File: config.mk
export PLATFORM = sky130hd
export DESIGN_NAME = mem_io_bridge
export DESIGN_NICKNAME = d
export VERILOG_FILES = /design/src/rtl/mem_io_pkg.sv /design/src/rtl/uart_tx_fifo.sv /design/src/rtl/mem_io_bridge.sv
export SDC_FILE = /design/constraint.sdc
export NUM_CORES = 1
export LEC_CHECK = 0
export BUFFER_PORTS_ARGS = -buffer_cell sky130_fd_sc_hd__buf_2
export CAP_MARGIN = 20
export CORE_ASPECT_RATIO = 1.25
export CORE_MARGIN = 2
export CORE_UTILIZATION = 55
export CTS_BUF_LIST = sky130_fd_sc_hd__clkbuf_8
export DETAILED_ROUTE_END_ITERATION = 10
export GPL_ROUTABILITY_DRIVEN = 0
export PLACE_DENSITY = 0.83
export REMOVE_ABC_BUFFERS = 1
export SLEW_MARGIN = 40
export SYNTH_ARGS = -nofsm -noshare
export SYNTH_HDL_FRONTEND = slang
export SYNTH_HIERARCHICAL = 1
export SYNTH_SLANG_ARGS = --single-unit
File: constraint.sdc
create_clock -name clock -period 3.9 [get_ports clock]
set_clock_uncertainty 0.2 [all_clocks]
set_input_delay 0.585 -clock clock [delete_from_list [all_inputs] [get_ports clock]]
set_output_delay 0.585 -clock clock [all_outputs]
set_load 0.005 [all_outputs]
File: src/rtl/mem_io_pkg.sv
// Shared definitions for the memory/IO bridge: bus widths, I/O address map,
// read-region decode and the UART transmitter state encoding.
package mem_io_pkg;

  localparam int unsigned ADDR_W = 12;
  localparam int unsigned DATA_W = 16;

  localparam logic [ADDR_W-1:0] ADDR_SW    = 12'hFFC;
  localparam logic [ADDR_W-1:0] ADDR_LED   = 12'hFFD;
  localparam logic [ADDR_W-1:0] ADDR_USTAT = 12'hFFE;
  localparam logic [ADDR_W-1:0] ADDR_UDATA = 12'hFFF;

  typedef enum logic [2:0] {
    RG_RAM,
    RG_SW,
    RG_LED,
    RG_USTAT,
    RG_UDATA
  } region_e;

  typedef enum logic [1:0] {
    UART_IDLE,
    UART_START,
    UART_DATA,
    UART_STOP
  } uart_state_e;

  // Everything below the I/O window is RAM.
  function automatic region_e decode_region(input logic [ADDR_W-1:0] addr);
    case (addr)
      ADDR_SW:    return RG_SW;
      ADDR_LED:   return RG_LED;
      ADDR_USTAT: return RG_USTAT;
      ADDR_UDATA: return RG_UDATA;
      default:    return RG_RAM;
    endcase
  endfunction

endpackage

File: src/rtl/uart_tx_fifo.sv
// Byte FIFO feeding an 8N1 UART transmitter.
// Ports: clock/reset (sync, active-high); push/push_data enqueue a byte;
// full = FIFO holds FIFO_DEPTH bytes; busy = FIFO non-empty or a frame in
// flight; overflow = sticky, set when a push is dropped; txd = serial out.
// FIFO_DEPTH must be a power of two, at least 2; CLKS_PER_BIT at least 2.
module uart_tx_fifo
  import mem_io_pkg::*;
#(
  parameter int unsigned CLKS_PER_BIT = 16,
  parameter int unsigned FIFO_DEPTH   = 4
) (
  input  logic       clock,
  input  logic       reset,
  input  logic       push,
  input  logic [7:0] push_data,
  output logic       full,
  output logic       busy,
  output logic       overflow,
  output logic       txd
);

  localparam int unsigned PTR_W = $clog2(FIFO_DEPTH);
  localparam int unsigned CNT_W = PTR_W + 1;
  localparam int unsigned CLK_W = $clog2(CLKS_PER_BIT);

  uart_state_e      state_q, state_d;
  logic [CLK_W-1:0] clk_cnt_q, clk_cnt_d;
  logic [2:0]       bit_cnt_q, bit_cnt_d;
  logic [7:0]       shift_q, shift_d;
  logic             txd_q, txd_d;
  logic [PTR_W-1:0] wr_ptr_q, wr_ptr_d, rd_ptr_q, rd_ptr_d;
  logic [CNT_W-1:0] count_q, count_d;
  logic             overflow_q, overflow_d;
  logic [7:0]       mem_q [FIFO_DEPTH];
  logic [7:0]       mem_d [FIFO_DEPTH];

  logic pop_c, push_ok_c, last_tick_c, nonempty_c;

  // State register.
  always_ff @(posedge clock) begin
    if (reset) state_q <= UART_IDLE;
    else       state_q <= state_d;
  end

  // Datapath and FIFO bookkeeping registers.
  always_ff @(posedge clock) begin
    if (reset) begin
      clk_cnt_q  <= '0;
      bit_cnt_q  <= '0;
      shift_q    <= '0;
      txd_q      <= 1'b1;
      wr_ptr_q   <= '0;
      rd_ptr_q   <= '0;
      count_q    <= '0;
      overflow_q <= 1'b0;
    end else begin
      clk_cnt_q  <= clk_cnt_d;
      bit_cnt_q  <= bit_cnt_d;
      shift_q    <= shift_d;
      txd_q      <= txd_d;
      wr_ptr_q   <= wr_ptr_d;
      rd_ptr_q   <= rd_ptr_d;
      count_q    <= count_d;
      overflow_q <= overflow_d;
    end
  end

  // Storage needs no reset: the pointers and count define validity.
  always_ff @(posedge clock) begin
    mem_q <= mem_d;
  end

  // Next-state logic. A pop is allowed in IDLE and on the final STOP cycle,
  // so queued bytes go out back-to-back with no idle gap.
  always_comb begin
    state_d     = state_q;
    clk_cnt_d   = clk_cnt_q;
    bit_cnt_d   = bit_cnt_q;
    shift_d     = shift_q;
    pop_c       = 1'b0;
    nonempty_c  = (count_q != '0);
    last_tick_c = (clk_cnt_q == CLK_W'(CLKS_PER_BIT - 1));
    case (state_q)
      UART_IDLE: begin
        if (nonempty_c) begin
          pop_c     = 1'b1;
          shift_d   = mem_q[rd_ptr_q];
          clk_cnt_d = '0;
          state_d   = UART_START;
        end
      end
      UART_START: begin
        if (last_tick_c) begin
          clk_cnt_d = '0;
          bit_cnt_d = '0;
          state_d   = UART_DATA;
        end else begin
          clk_cnt_d = clk_cnt_q + CLK_W'(1);
        end
      end
      UART_DATA: begin
        if (last_tick_c) begin
          clk_cnt_d = '0;
          shift_d   = {1'b0, shift_q[7:1]};
          if (bit_cnt_q == 3'd7) state_d = UART_STOP;
          else                   bit_cnt_d = bit_cnt_q + 3'd1;
        end else begin
          clk_cnt_d = clk_cnt_q + CLK_W'(1);
        end
      end
      UART_STOP: begin
        if (last_tick_c) begin
          clk_cnt_d = '0;
          if (nonempty_c) begin
            pop_c   = 1'b1;
            shift_d = mem_q[rd_ptr_q];
            state_d = UART_START;
          end else begin
            state_d = UART_IDLE;
          end
        end else begin
          clk_cnt_d = clk_cnt_q + CLK_W'(1);
        end
      end
      default: state_d = UART_IDLE;
    endcase
  end

  // Output logic: txd is registered from the upcoming state so the line
  // changes on the same edge the FSM does.
  always_comb begin
    txd_d = 1'b1;
    case (state_d)
      UART_START: txd_d = 1'b0;
      UART_DATA:  txd_d = shift_d[0];
      default:    txd_d = 1'b1;
    endcase
  end

  // FIFO: a push into a full FIFO still fits if a pop frees a slot this cycle.
  always_comb begin
    mem_d      = mem_q;
    push_ok_c  = push & ((count_q != CNT_W'(FIFO_DEPTH)) | pop_c);
    overflow_d = overflow_q | (push & ~push_ok_c);
    if (push_ok_c) mem_d[wr_ptr_q] = push_data;
    wr_ptr_d   = wr_ptr_q + PTR_W'(push_ok_c);
    rd_ptr_d   = rd_ptr_q + PTR_W'(pop_c);
    count_d    = count_q + CNT_W'(push_ok_c) - CNT_W'(pop_c);
  end

  assign full     = (count_q == CNT_W'(FIFO_DEPTH));
  assign busy     = (count_q != '0) | (state_q != UART_IDLE);
  assign overflow = overflow_q;
  assign txd      = txd_q;

endmodule

File: src/rtl/mem_io_bridge.sv
// Core memory-port bridge onto external synchronous RAM and memory-mapped I/O.
// Ports: clock/reset (sync, active-high); m_addr/m_rw/m_data from the core,
// m_q read data back (one cycle after the address); ram_* external RAM
// (address/we/wdata combinational, rdata one cycle late); sw_in switches;
// led_out LED register; uart_txd serial output (idle high).
module mem_io_bridge
  import mem_io_pkg::*;
#(
  parameter int unsigned CLKS_PER_BIT = 16,
  parameter int unsigned FIFO_DEPTH   = 4
) (
  input  logic              clock,
  input  logic              reset,
  input  logic [ADDR_W-1:0] m_addr,
  input  logic              m_rw,
  input  logic [DATA_W-1:0] m_data,
  output logic [DATA_W-1:0] m_q,
  output logic [ADDR_W-1:0] ram_addr,
  output logic              ram_we,
  output logic [DATA_W-1:0] ram_wdata,
  input  logic [DATA_W-1:0] ram_rdata,
  input  logic [DATA_W-1:0] sw_in,
  output logic [DATA_W-1:0] led_out,
  output logic              uart_txd
);

  region_e           region_c, region_q, region_d;
  logic              rw_prev_q, rw_prev_d;
  logic [DATA_W-1:0] led_q, led_d;
  logic [DATA_W-1:0] io_rdata_q, io_rdata_d;
  logic [DATA_W-1:0] ustat_c;
  logic              wr_stb_c, push_c;
  logic              tx_full, tx_busy, tx_overflow;

  always_ff @(posedge clock) begin
    if (reset) begin
      region_q   <= RG_UDATA;  // reads as zero until the first real access
      rw_prev_q  <= 1'b0;
      led_q      <= '0;
      io_rdata_q <= '0;
    end else begin
      region_q   <= region_d;
      rw_prev_q  <= rw_prev_d;
      led_q      <= led_d;
      io_rdata_q <= io_rdata_d;
    end
  end

  // Decode, RAM drive, I/O write strobe and I/O read capture.
  always_comb begin
    region_c  = decode_region(m_addr);
    ram_addr  = m_addr;
    ram_wdata = m_data;
    ram_we    = m_rw & (region_c == RG_RAM);
    wr_stb_c  = m_rw & ~rw_prev_q;
    push_c    = wr_stb_c & (region_c == RG_UDATA);
    led_d     = led_q;
    if (wr_stb_c && (region_c == RG_LED)) led_d = m_data;
    ustat_c   = {{(DATA_W-3){1'b0}}, tx_overflow, tx_busy, tx_full};
    case (region_c)
      RG_SW:    io_rdata_d = sw_in;
      RG_LED:   io_rdata_d = led_q;
      RG_USTAT: io_rdata_d = ustat_c;
      default:  io_rdata_d = '0;
    endcase
    region_d  = region_c;
    rw_prev_d = m_rw;
  end

  // RAM data is already registered inside the RAM; I/O data was captured
  // here last cycle, so every region returns with the same latency.
  assign m_q     = (region_q == RG_RAM) ? ram_rdata : io_rdata_q;
  assign led_out = led_q;

  uart_tx_fifo #(
    .CLKS_PER_BIT (CLKS_PER_BIT),
    .FIFO_DEPTH   (FIFO_DEPTH)
  ) u_uart_tx_fifo (
    .clock     (clock),
    .reset     (reset),
    .push      (push_c),
    .push_data (m_data[7:0]),
    .full      (tx_full),
    .busy      (tx_busy),
    .overflow  (tx_overflow),
    .txd       (uart_txd)
  );

endmodule

==> summary.md <==
| Metric | Value |
|---|---|
| Status | `finished clean` |
| Startpoint Class | `flop` |
| First-pass DRT Iterations | `4` |
| First-pass GRT wire length | `15.8 mm` |
| Initial Util | `56.5%` |
| Design Area, Final | `5290 um2` |
| Vias in the first global route | `3409` |
| GR Overflow Total | `0` |
| Hold Path Class | `input port to flop` |
| Dpl hpwl | `7.52 mm` |
| CP Data Arrival Time | `3.11 ns` |
| Initial antenna violation count | `0` |
| Post-synth EDFFs | `32` |
| Most frequent cell after synthesis | `dfxtp_1` |
| Port bufs | `124` |
| Hold Slack | `0.252 ns` |
| Avg Cell Area, Syn | `11.5 um2` |
| Post-CTS Setup Bufs | `0` |
| Flop2flop setup slack | `0.84 ns` |
| Routed Antenna Nets | `0` |
| Post-Syn Area | `4630 um2` |
| Total vias in the final route | `3352` |
| Most used DFF post-synth | `dfxtp_1` |
| Die ar. | `9180 um2` |
| Overall routing resource usage | `22.3%` |
| Worst-Margin Slew | `0.694 ns` |
| Power per cell area | `458 nW/um2` |
| Iteration-0 DRC Markers | `168` |
| Worst setup margin | `0.845 ns` |
| Worst-Skew Late Latency | `0.36 ns` |
| Die height | `107 um` |
| Final TNS setup | `0 ns` |
| Post-synth top cells | `dfxtp_1, mux2i_1, nor2_1` |
| Mean routed wirelength per cell | `16.6 um` |
| Crit-path cells | `ha_1 -> a41oi_4 -> or3_4 -> nor2_1 -> o21bai_1 -> ha_1 -> inv_1 -> fa_1 -> xor2_1 -> xnor2_1 -> nor2_1` |
| Worst VDD drop | `0.276 mV` |
| Reg clk slew, reported paths | `0.10 ns` |
| Max incr delay on CP | `0.46 ns` |
| Clock Tree Buf Depth | `2` |
| Die Width | `86.1 um` |
| Area leader, netlist | `dfxtp_1` |
| Finished Core Util | `64.6%` |
| Area of the core | `8190 um2` |
| Final hold violation count | `0` |
| Post-synth ARST share | `0%` |
| Total wire length | `9.94 mm` |
| Post-route minimum period | `3.06 ns` |
| Setup Crit Path Kind | `flop to flop` |
| Fmax | `327 MHz` |
| Critical Path Sink Type | `flop` |
| # rows | `37` |
| Cell variety after synth | `58` |
| CTS-repair resized insts | `0` |
| Synth Instances | `404` |
| Unrepaired setup endpoints after global routing | `false` |
| Largest net degree at the start of global routing | `38` |
| Yosys reg bits | `94` |
| Worst path slowest cell | `dfxtp_1` |
| Net count, final | `575` |
| DP Area | `5110 um2` |
| Number of instances in the placed design | `584` |
| Area contributors post-synth | `dfxtp_1, edfxtp_1, mux2i_1` |
| Clock sinks | `94` |
| DRC violations left | `0` |
| Slew Viols, Final | `0` |
| Num CTS Buffers | `9` |
| CTS Hold Bufs | `0` |
| Slew headroom | `53.6%` |
| Antenna diodes | `0` |
| Critical Path RT | `3.95 ns` |
| Root buf cell | `clkbuf_8` |
| Seq/Total Area, Yosys | `47.5%` |
| Vias per inst | `5.59` |
| Area share of the largest cell type after synthesis | `26.8%` |
| P_leak | `2.19 nW` |
| Cell family with most CP delay | `adder cells` |
| Worst-path fanout max | `10` |
| Max cap viols | `0` |
| Final Cycle Share | `78.3%` |
| # H-tree levels | `3` |
| Share of cells above drive strength 1 | `36.8%` |
| DP Worst Slack | `0.874 ns` |
| # IOs | `125` |
| Yosys warns | `6` |
| Fillers | `617` |
| # setup viols final | `0` |
| Worst Path Buf+Inv | `1` |
| Area delta synth->final | `14.2%` |
| Non-Filler Instances | `600` |
| Total power | `2.43 mW` |
| CTS tree | `done` |
-- logic make-up (layout without fill, tap and decap cells) --
kind of cell | after synthesis | in the layout | share of synthesized area (%)
flops | 94 | 94 | 47.5
compound gates | 55 | 55 | 8.83
mux | 62 | 62 | 16.0
xor+xnor | 4 | 4 | 0.756
buf+inv | 58 | 157 | 7.59
fa+ha+maj | 14 | 14 | 3.94
simple gates | 117 | 117 | 15.4
-- registers in the layout (all words and copies together) (netlist names) --
register	flops
u_uart_tx_fifo/clk_cnt_q	4
u_uart_tx_fifo/bit_cnt_q	3
u_uart_tx_fifo/overflow	1
led_out	16
u_uart_tx_fifo/shift_q	8
u_uart_tx_fifo/count_q	3
io_rdata_q	16
region_q	3
u_uart_tx_fifo/wr_ptr_q	2
u_uart_tx_fifo/mem_q	32
u_uart_tx_fifo/state_q	2
rw_prev_q	1
u_uart_tx_fifo/rd_ptr_q	2
u_uart_tx_fifo/txd	1
-- layer usage --
metal  global-route usage (%)  wire (um)
met1                     23.1       3790
met2                     42.1       5530
met3                     4.23        399
met4                     10.4        225
met5                        0          0
-- power breakdown --
group,internal [mW],switching (mW),leakage [nW]
Clock,0.246,0.362,0.0945
Combinational,0.322,0.349,1.31
Sequential,1.07,0.0767,0.790
-- path summary, 6_finish.rpt --
| kind | from | cells after the start | end |
|---|---|---|---|
| max reg2reg | u_uart_tx_fifo/state_q[0] | 11 | u_uart_tx_fifo/count_q[2] |
| max | u_uart_tx_fifo/state_q[0] | 11 | u_uart_tx_fifo/count_q[2] |
| min | sw_in[9] | 3 | io_rdata_q[9] |
| min reg2reg | u_uart_tx_fifo/clk_cnt_q[1] | 2 | u_uart_tx_fifo/clk_cnt_q[1] |
-- cell type report --
| cell class | count | area (um2) | share of cell area (%) |
|---|---|---|---|
| tap | 97 | 121 | 2.29 |
| multi-input combinational | 252 | 2080 | 39.3 |
| clock buffer | 9 | 124 | 2.34 |
| inverter | 12 | 45.0 | 0.851 |
| clock inverter | 7 | 61.3 | 1.16 |
| timing repair buffer | 129 | 658 | 12.4 |
| sequential | 94 | 2200 | 41.6 |
-- placed cells by master, fill, tap and decap left out, types with 2 or more instances in the layout --
cell type,n
nand4_1,3
dfxtp_1,62
ha_1,13
and3_1,2
and2_1,4
nand2b_1,32
a2111oi_0,2
nor3_2,2
clkbuf_8,9
inv_1,11
buf_2,124
or3_4,2
mux4_2,8
a22o_1,6
nor3b_2,2
o21ai_0,10
inv_8,2
a21oi_1,11
nor2b_1,9
xnor2_1,3
a21o_1,2
nor2_1,33
nand3_1,2
inv_6,3
o211ai_1,2
nor4_1,2
mux2_2,16
o2bb2ai_1,9
buf_4,5
edfxtp_1,32
nand2_1,9
mux2i_1,38
a31o_2,2
nor3_1,6
-- worst register-to-register path, cell delays in order, from the launching register on --
cell      delay (ns)
dfxtp_1         0.46
ha_1            0.32
a41oi_4         0.23
or3_4           0.41
nor2_1          0.18
o21bai_1        0.14
ha_1            0.17
inv_1           0.06
fa_1            0.39
xor2_1          0.19
xnor2_1         0.14
nor2_1          0.05
Note: power is estimated with default switching activity, not from simulation.
